`src/rtl/pong_frame_parser.sv`:
```
// Receive-side parser for the 9-byte pong telemetry frame (AA, 7 payload bytes, 55).
// Validates each frame and commits the decoded game state atomically on a good footer.
//
// state  | meaning
// HUNT   | waiting for 0xAA header, in_frame=0
// FIELD  | collecting payload bytes idx 0..6 into shadow registers
// FOOTER | expecting 0x55 to commit the shadow registers
module pong_frame_parser #(
  parameter int TIMEOUT_CYCLES = 25_000
) (
  input  logic       clk,
  input  logic       rst,
  input  logic [7:0] rx_data,
  input  logic       rx_valid,
  input  logic       rx_error,
  output logic [3:0] score_left,
  output logic [3:0] score_right,
  output logic [3:0] pos_left,
  output logic [3:0] pos_right,
  output logic [5:0] ball_x,
  output logic [5:0] ball_y,
  output logic [3:0] ball_radius,
  output logic       frame_valid,
  output logic       frame_err,
  output logic       in_frame,
  output logic [7:0] err_count
);

  localparam int TW = $clog2(TIMEOUT_CYCLES + 1);
  localparam logic [TW-1:0] TMO_LOAD = TW'(TIMEOUT_CYCLES);

  typedef enum logic [1:0] {HUNT, FIELD, FOOTER} state_t;

  state_t        state, state_nx;
  logic [2:0]    idx, idx_nx;
  logic [TW-1:0] tmo_rem, tmo_rem_nx;
  logic          shadow_we;
  logic          commit;
  logic          err;
  logic          field_ok;

  logic [3:0] sh_sl, sh_sr, sh_pl, sh_pr, sh_br;
  logic [5:0] sh_bx, sh_by;

  // Ball coordinates (idx 4,5) are 6-bit; every other payload field is 4-bit.
  assign field_ok = (idx == 3'd4 || idx == 3'd5) ? (rx_data[7:6] == 2'b00)
                                                 : (rx_data[7:4] == 4'h0);

  always_comb begin
    state_nx   = state;
    idx_nx     = idx;
    tmo_rem_nx = tmo_rem;
    shadow_we  = 1'b0;
    commit     = 1'b0;
    err        = 1'b0;
    case (state)
      HUNT: begin
        if (rx_valid && !rx_error && rx_data == 8'hAA) begin
          state_nx   = FIELD;
          idx_nx     = 3'd0;
          tmo_rem_nx = TMO_LOAD;
        end
      end
      FIELD, FOOTER: begin
        if (rx_error) begin
          err      = 1'b1;
          state_nx = HUNT;
        end else if (rx_valid) begin
          tmo_rem_nx = TMO_LOAD;
          if (state == FIELD && field_ok) begin
            shadow_we = 1'b1;
            if (idx == 3'd6) state_nx = FOOTER;
            else             idx_nx   = idx + 3'd1;
          end else if (state == FOOTER && rx_data == 8'h55) begin
            commit   = 1'b1;
            state_nx = HUNT;
          end else begin
            err = 1'b1;
            // An offending 0xAA is taken as the header of the next frame.
            if (rx_data == 8'hAA) begin
              state_nx = FIELD;
              idx_nx   = 3'd0;
            end else begin
              state_nx = HUNT;
            end
          end
        end else if (tmo_rem == TW'(1)) begin
          err      = 1'b1;
          state_nx = HUNT;
        end else begin
          tmo_rem_nx = tmo_rem - TW'(1);
        end
      end
      default: state_nx = HUNT;
    endcase
  end

  always_ff @(posedge clk or negedge rst) begin
    if (!rst) begin
      state    <= HUNT;
      idx      <= 3'd0;
      tmo_rem  <= '0;
      in_frame <= 1'b0;
    end else begin
      state    <= state_nx;
      idx      <= idx_nx;
      tmo_rem  <= tmo_rem_nx;
      in_frame <= (state_nx != HUNT);
    end
  end

  always_ff @(posedge clk or negedge rst) begin
    if (!rst) begin
      sh_sl <= 4'h0;
      sh_sr <= 4'h0;
      sh_pl <= 4'h0;
      sh_pr <= 4'h0;
      sh_bx <= 6'h0;
      sh_by <= 6'h0;
      sh_br <= 4'h0;
    end else if (shadow_we) begin
      case (idx)
        3'd0:    sh_sl <= rx_data[3:0];
        3'd1:    sh_sr <= rx_data[3:0];
        3'd2:    sh_pl <= rx_data[3:0];
        3'd3:    sh_pr <= rx_data[3:0];
        3'd4:    sh_bx <= rx_data[5:0];
        3'd5:    sh_by <= rx_data[5:0];
        default: sh_br <= rx_data[3:0];
      endcase
    end
  end

  always_ff @(posedge clk or negedge rst) begin
    if (!rst) begin
      score_left  <= 4'h0;
      score_right <= 4'h0;
      pos_left    <= 4'h0;
      pos_right   <= 4'h0;
      ball_x      <= 6'h0;
      ball_y      <= 6'h0;
      ball_radius <= 4'h0;
      frame_valid <= 1'b0;
      frame_err   <= 1'b0;
      err_count   <= 8'h00;
    end else begin
      frame_valid <= commit;
      frame_err   <= err;
      if (commit) begin
        score_left  <= sh_sl;
        score_right <= sh_sr;
        pos_left    <= sh_pl;
        pos_right   <= sh_pr;
        ball_x      <= sh_bx;
        ball_y      <= sh_by;
        ball_radius <= sh_br;
      end
      if (err && err_count != 8'hFF) err_count <= err_count + 8'h01;
    end
  end

endmodule
```
`config.mk`:
```
export PLATFORM = sky130hd
export DESIGN_NAME = pong_frame_parser
export DESIGN_NICKNAME = d
export VERILOG_FILES = /design/src/rtl/pong_frame_parser.sv
export SDC_FILE = /design/constraint.sdc
export NUM_CORES = 1
export LEC_CHECK = 0
export ABC_AREA = 0
export BUFFER_PORTS_ARGS = -buffer_cell sky130_fd_sc_hd__buf_4
export CORE_ASPECT_RATIO = 1.5
export CORE_MARGIN = 10
export CORE_UTILIZATION = 50
export CTS_BUF_LIST = sky130_fd_sc_hd__clkbuf_4 sky130_fd_sc_hd__clkbuf_8
export CTS_CLUSTER_DIAMETER = 80
export DETAILED_ROUTE_END_ITERATION = 8
export PLACE_DENSITY = 0.7
export SLEW_MARGIN = 20
export SYNTH_ARGS = -nofsm -noshare
export SYNTH_HDL_FRONTEND = slang
export SYNTH_SLANG_ARGS = --single-unit
```
`constraint.sdc`:
```
create_clock -name clk -period 4.55 [get_ports clk]
set_clock_uncertainty 0.05 [all_clocks]
set_input_delay 0.455 -clock clk [delete_from_list [all_inputs] [get_ports clk]]
set_output_delay 0.455 -clock clk [all_outputs]
set_load 0.02 [all_outputs]
```
# ---- Word-level counts from Yosys, hierarchy flattened
# Index checks and enable logic that the tools add are counted.
dict set report op_classes {
  add_sub_neg 3
  eq_ne 19
  n_mux 38
  bitwise_logic 1
  reduce_logical 24
}
# operator count
set ops {}
lappend ops {{2-to-1 mux 15 bit} 4}
lappend ops {{case mux 15 bit (2 select lines)} 1}
lappend ops {{2-to-1 mux 3 bit} 7}
lappend ops {{2-to-1 mux 1 bit} 18}
lappend ops {{== test 15 x 1 -> 1 bit (second input constant)} 1}
lappend ops {{subtractor 15 x 1 -> 15 bit (second input constant)} 1}
lappend ops {{AND reduction 2 bit} 7}
lappend ops {{2-to-1 mux 2 bit} 6}
lappend ops {{inequality test 3 bit (second input constant)} 4}
lappend ops {{== test 3 bit (second input constant)} 3}
lappend ops {{adder 8 x 1 -> 8 bit (second input constant)} 1}
lappend ops {{== test 8 x 7 -> 1 bit (second input constant)} 1}
lappend ops {{== test 8 bit (second input constant)} 1}
lappend ops {{inequality test 8 bit (second input constant)} 1}
lappend ops {{AND reduction 7 bit} 1}
lappend ops {{== test 3 x 2 -> 1 bit (second input constant)} 2}
lappend ops {{inequality test 2 bit (second input constant)} 3}
lappend ops {{case mux 3 bit (2 select lines)} 1}
lappend ops {{OR reduction 6 bit} 1}
lappend ops {{logical AND 1 bit} 5}
lappend ops {{logical NOT 2 bit} 2}
lappend ops {{logical NOT 4 bit} 1}
lappend ops {{case mux 2 bit (2 select lines)} 1}
lappend ops {{AND reduction 4 bit} 1}
lappend ops {{10 further kinds} 11}
dict set report totals {
  reg_bits 95
  inputBits 12
  out_inout_bits 43
  wordCells 106
}

# ---- Longest topological paths before layout
dict set report logic_depth {
  word_depth 9
  ltp_mapped 8
  mapped_depth_nobuf 7
}

# ---- Least setup slack after synthesis
# Ideal clock, no wire load.
dict set report synth_path {
  path_kind {reg2reg}
  startpoint {reg state[1]}
  endpoint {reg ball_x[0]}
  setup_ns 0.125
  arrival_ns 2.001
  required_time_ns 4.375
  setup_slack_ns 2.374
  path_stages_with_launch 9
  path_buffers 3
  synth_period_minus_slack_ns 2.176
  path_cell_list {dfrtp_1 -> inv_1 -> ha_1 -> nand2b_1 -> clkbuf_1 -> or3_1 -> buf_2 -> buf_6 -> mux2_4}
}
dict set report synth_via {
  elab_chain_len 7
  elab_cells_between_ends 10
  classes_between {eq/ne: 2; mux: 5; reduce/logical: 3}
}
# element line
set synth_rtl {}
lappend synth_rtl {{start: declaration} 34} ;# state_t state, state_nx;
lappend synth_rtl {{start signal: assignment} 105} ;# state <= state_nx;
lappend synth_rtl {{== test 2 bit} {56, 74}}
lappend synth_rtl {{logical AND 1 bit} 74} ;# end else if (state == FOOTER && rx_data == 8'h55) begin
lappend synth_rtl {{2-to-1 mux 1 bit} 74}
lappend synth_rtl {{2-to-1 mux 1 bit} 70} ;# if (state == FIELD && field_ok) begin
lappend synth_rtl {{2-to-1 mux 1 bit} 68} ;# end else if (rx_valid) begin
lappend synth_rtl {{2-to-1 mux 1 bit} 65} ;# if (rx_error) begin
lappend synth_rtl {{2-to-1 mux 1 bit (*)} 56} ;# case (state)
lappend synth_rtl {{end signal: assignment} 140} ;# ball_x <= 6'h0;
lappend synth_rtl {{end signal: assignment} 154} ;# ball_x <= sh_bx;
lappend synth_rtl {{end: declaration} 20} ;# output logic [5:0] ball_x,
# Every way passes the cells marked *; elsewhere a longest branch is shown, timed or not.
# A chain may end at the register's enable or synchronous reset.

# ---- Final worst setup path
dict set report layout_path {
  startpoint {reg state[1]}
  endpoint {reg score_left[0]}
}
dict set report layout_via {
  elab_chain_len 7
  elab_cells_between_ends 10
  classes_between {eq/ne: 2; mux: 5; reduce/logical: 3}
}
# element line
set layout_rtl {}
lappend layout_rtl {{== test 2 bit} {56, 74}}
lappend layout_rtl {{logical AND 1 bit} 74}
lappend layout_rtl {{2-to-1 mux 1 bit} 74}
lappend layout_rtl {{2-to-1 mux 1 bit} 70}
lappend layout_rtl {{2-to-1 mux 1 bit} 68}
lappend layout_rtl {{2-to-1 mux 1 bit} 65}
lappend layout_rtl {{2-to-1 mux 1 bit (*)} 56}
lappend layout_rtl {{end signal: assignment} 150} ;# score_left <= sh_sl;
lappend layout_rtl {{end: declaration} 16} ;# output logic [3:0] score_left,
# Marked as above.

==> results by group <==
Final layout
  – Antenna diodes: 0
  – Synth-to-layout area growth: 16.32%
  – Final Instance Area: a little over 5000 um2
  – NumNets Final: 416
  – Fraction of layout instances using a drive strength above 1: 37.03%
  – Fill cell count: 707

Drt
  – Post-route ant nets: 0
  – Routed WL: 8820 um
  – Vias per std cell: ~5.6
  – Router iterations before antenna repair: 4
  – Via count: 2,810
  – DRT met1 WL: 3633 um
  – Top layer used by detailed routing: met4
  – DRC errors left: 0
  – Met2 wire len: 4543 um
  – DR iter-0 viols: 83
  – DR WL met3: 441 um
  – Wire per inst: around 18 um

Yosys
  – Area contributors post-synth: dfrtp_1 (54%), mux2_4 (9.9%), mux2_2 (9.5%), ha_1 (3.4%), a21oi_1 (1.8%)
  – Mapped Area: approximately 4400 um2
  – Top-area cell type share of the netlist area: 54.30%
  – Synth Instances: 336
  – Post-synth cell types: 48
  – Post-synthesis sequential area ratio: a little over half
  – Syn Nets: 360
  – Number of flops mapped to enable cells by yosys: 0
  – Synth Flop Type: dfrtp_1
  – Ys async rst share: 100.0%
  – Synth warnings: 0
  – Post-synthesis register bit count: 95
  – Syn_area_per_cell: 13.03 um2
  – Area leader, netlist: dfrtp_1

Run
  – Max cap viols: 0

Pwr
  – PnR Total Power: 1.799 mW
  – Leakage: 2.642 nW
  – Clock power share: 35.7%
  – Cell-internal power: 1.317 mW
  – Pwr Density: 353.3 nW/um2
  – Sw Share: a little over a quarter
  – Sw power: slightly below 500 uW
  – Seq pwr share: 51.7%
  – Max IR drop VDD: 0.3539 mV
  – Gate power share: 12.6%

Clock tree
  – Hold_buf cts: 0
  – Post-CTS setup buffers: 0
  – H-tree level count: 3
  – TritonCTS buffer count: 9
  – Clk sinks: 95
  – CTS tree: built
  – Cts repair resizes: 0
  – CTS Buffer Depth: 2
  – Root buffer cell: clkbuf_8
  – Clock Pin Slew Worst Setup and Hold Paths: 0.09 ns
  – Worst skew pair latency: 0.37 ns

STA
  – Setup TNS: 0 ns
  – RSZ-0062 raised after global routing: no
  – Clock period minus worst slack: 2.769 ns
  – PnR worst setup slack: 1.781 ns
  – Max Fclk: 0.3612 GHz
  – Measured slew at the worst slew-check pin: 1.027 ns
  – Min Hold Slack: 0.03891 ns
  – Final setup viols: 0
  – Final hold vios: 0
  – Max Transition Viols Final: 0
  – Slew headroom: 31.56%
  – Final period util: 60.85%

Setup path
  – Setup CP Type: reg -> reg
  – Max stage delay on crit path: 0.95 ns
  – FF-to-FF Start: state[1]
  – Cell family with most CP delay: simple AND/OR/NAND/NOR gates
  – Crit start category: register
  – Critical Path RT: 4.75 ns
  – Worst setup startpoint: state[1]
  – CP Capture Type: register
  – Max stage delay cell, worst path: or3_2
  – CP max FO: 33
  – CP arrival: 2.97 ns
  – WP buf/inv: 1
  – CP Cell Sequence: inv_1 > ha_1 > nand2b_1 > or3_2 > mux2_4

GRT
  – Vias in the first global route: 2,853
  – Total GRT Usage: between 10% and 20%
  – First-pass GRT wire length: between 10,000 and 15,000 um
  – Largest net degree at the start of global routing: 50
  – Initial antenna violation count: 0
  – Gr ovfl total: 0

Die
  – Starting Density: 51.72%
  – Die ar.: 12,980 um2
  – Die Y: roughly 130 um
  – Width of the chip: about 96 um
  – Site Rows: 41
  – Core Area: 8464 um2
  – I/O pin cnt: 55

Placed design
  – Post-DP HPWL: 6288 um
  – Post-Place Cell Area: 4855 um2
  – IO buf count: 54
  – GP Congestion: 0.8425
  – Pre-CTS WS: ~1.8 ns

Status
  – Status: complete, no violations

Worst hold path
  – Worst Hold Class: in -> async
-- layout by cell type (no fill, tap or decap), types with 6 or more instances in the layout --
master,count
a21oi_1,16
a31oi_1,9
buf_4,55
clkbuf_8,11
dfrtp_1,95
ha_1,12
inv_1,12
mux2_2,37
mux2_4,29
nand2_1,18
nand3_1,11
nor2_1,12
nor3_1,6
o21ai_0,8
xnor2_1,6
-- registers in the layout, summed over array words and instances (netlist names), 6 cells and up --
signal / count
err_count: 8
tmo_rem: 15
sh_bx: 6
sh_by: 6
ball_x: 6
ball_y: 6
-- area by class of cell --
type / instances / area (um2) / area share [%]
timing repair buffer: 55 / 412.9 / 8.108
sequential: 95 / 2377 / 46.68
clock inverter: 5 / 86.33 / 1.695
multi-input combinational: 219 / 1886 / 37.03
inverter: 12 / 45.04 / 0.8845
tap: 107 / 133.9 / 2.629
clock buffer: 11 / 151.4 / 2.973
-- through the flow --
step / instances / util, %
2_1_floorplan: 336 / -
3_3_place_gp: 488 / 57.35
3_5_place_dp: 488 / 57.35
4_1_cts: 504 / 60.16
5_1_grt: 504 / 60.16
6_report: 504 / 60.16
-- Yosys cell counts (3+ instances only) --
master	n
ha_1	12
clkbuf_1	3
o31ai_1	3
mux2_4	29
nand3_1	11
nand2b_1	3
mux2i_1	3
inv_1	12
o21ai_0	8
buf_6	4
mux2_2	37
nor3_1	6
nand4_1	5
buf_2	3
nand2_1	18
nor2_1	12
a31oi_1	9
and3_1	3
or4_1	3
a21oi_1	16
xnor2_1	6
dfrtp_1	95
-- logic make-up after synthesis --
logic type | synth area share, %
AOI/OAI and AO/OA | 7.402
xor gates and xnor gates | 1.400
adders and majority gates | 3.429
buffers and inverters | 2.658
DFF | 54.30
muxes | 20.15
and+or+nand+nor | 10.66
-- path summary, 6_finish.rpt --
kind | depth (start not counted) | slack (ns) | endpoint
worst min register to register | 1 | 0.43 | tmo_rem[14]
min in group clk | 2 | 0.31 | sh_bx[4]
worst max-delay path | 5 | 1.78 | score_left[0]
worst max register to register | 5 | 1.78 | score_left[0]
max in group asynchronous | 2 | 3.36 | sh_br[2]
worst min-delay path | 1 | 0.04 | ball_y[3]
-- power groups by stage --
stage / Clock (mW) / Sequential [mW] / Combinational [mW]
floorplan: 0 / 0.960 / 0.119
global placement: 0 / 0.945 / 0.224
detailed placement: 0 / 0.947 / 0.228
CTS: 0.658 / 0.931 / 0.229
global route: 0.688 / 0.940 / 0.254
finish: 0.643 / 0.931 / 0.226
-- metal layers --
layer	vias to the layer above	track usage, %
met4	0	5.997
met5	-	0
met1	1413	16.01
met3	15	3.940
met2	50	24.31
li1	1332	-
Note: power is estimated with default switching activity, not from simulation.
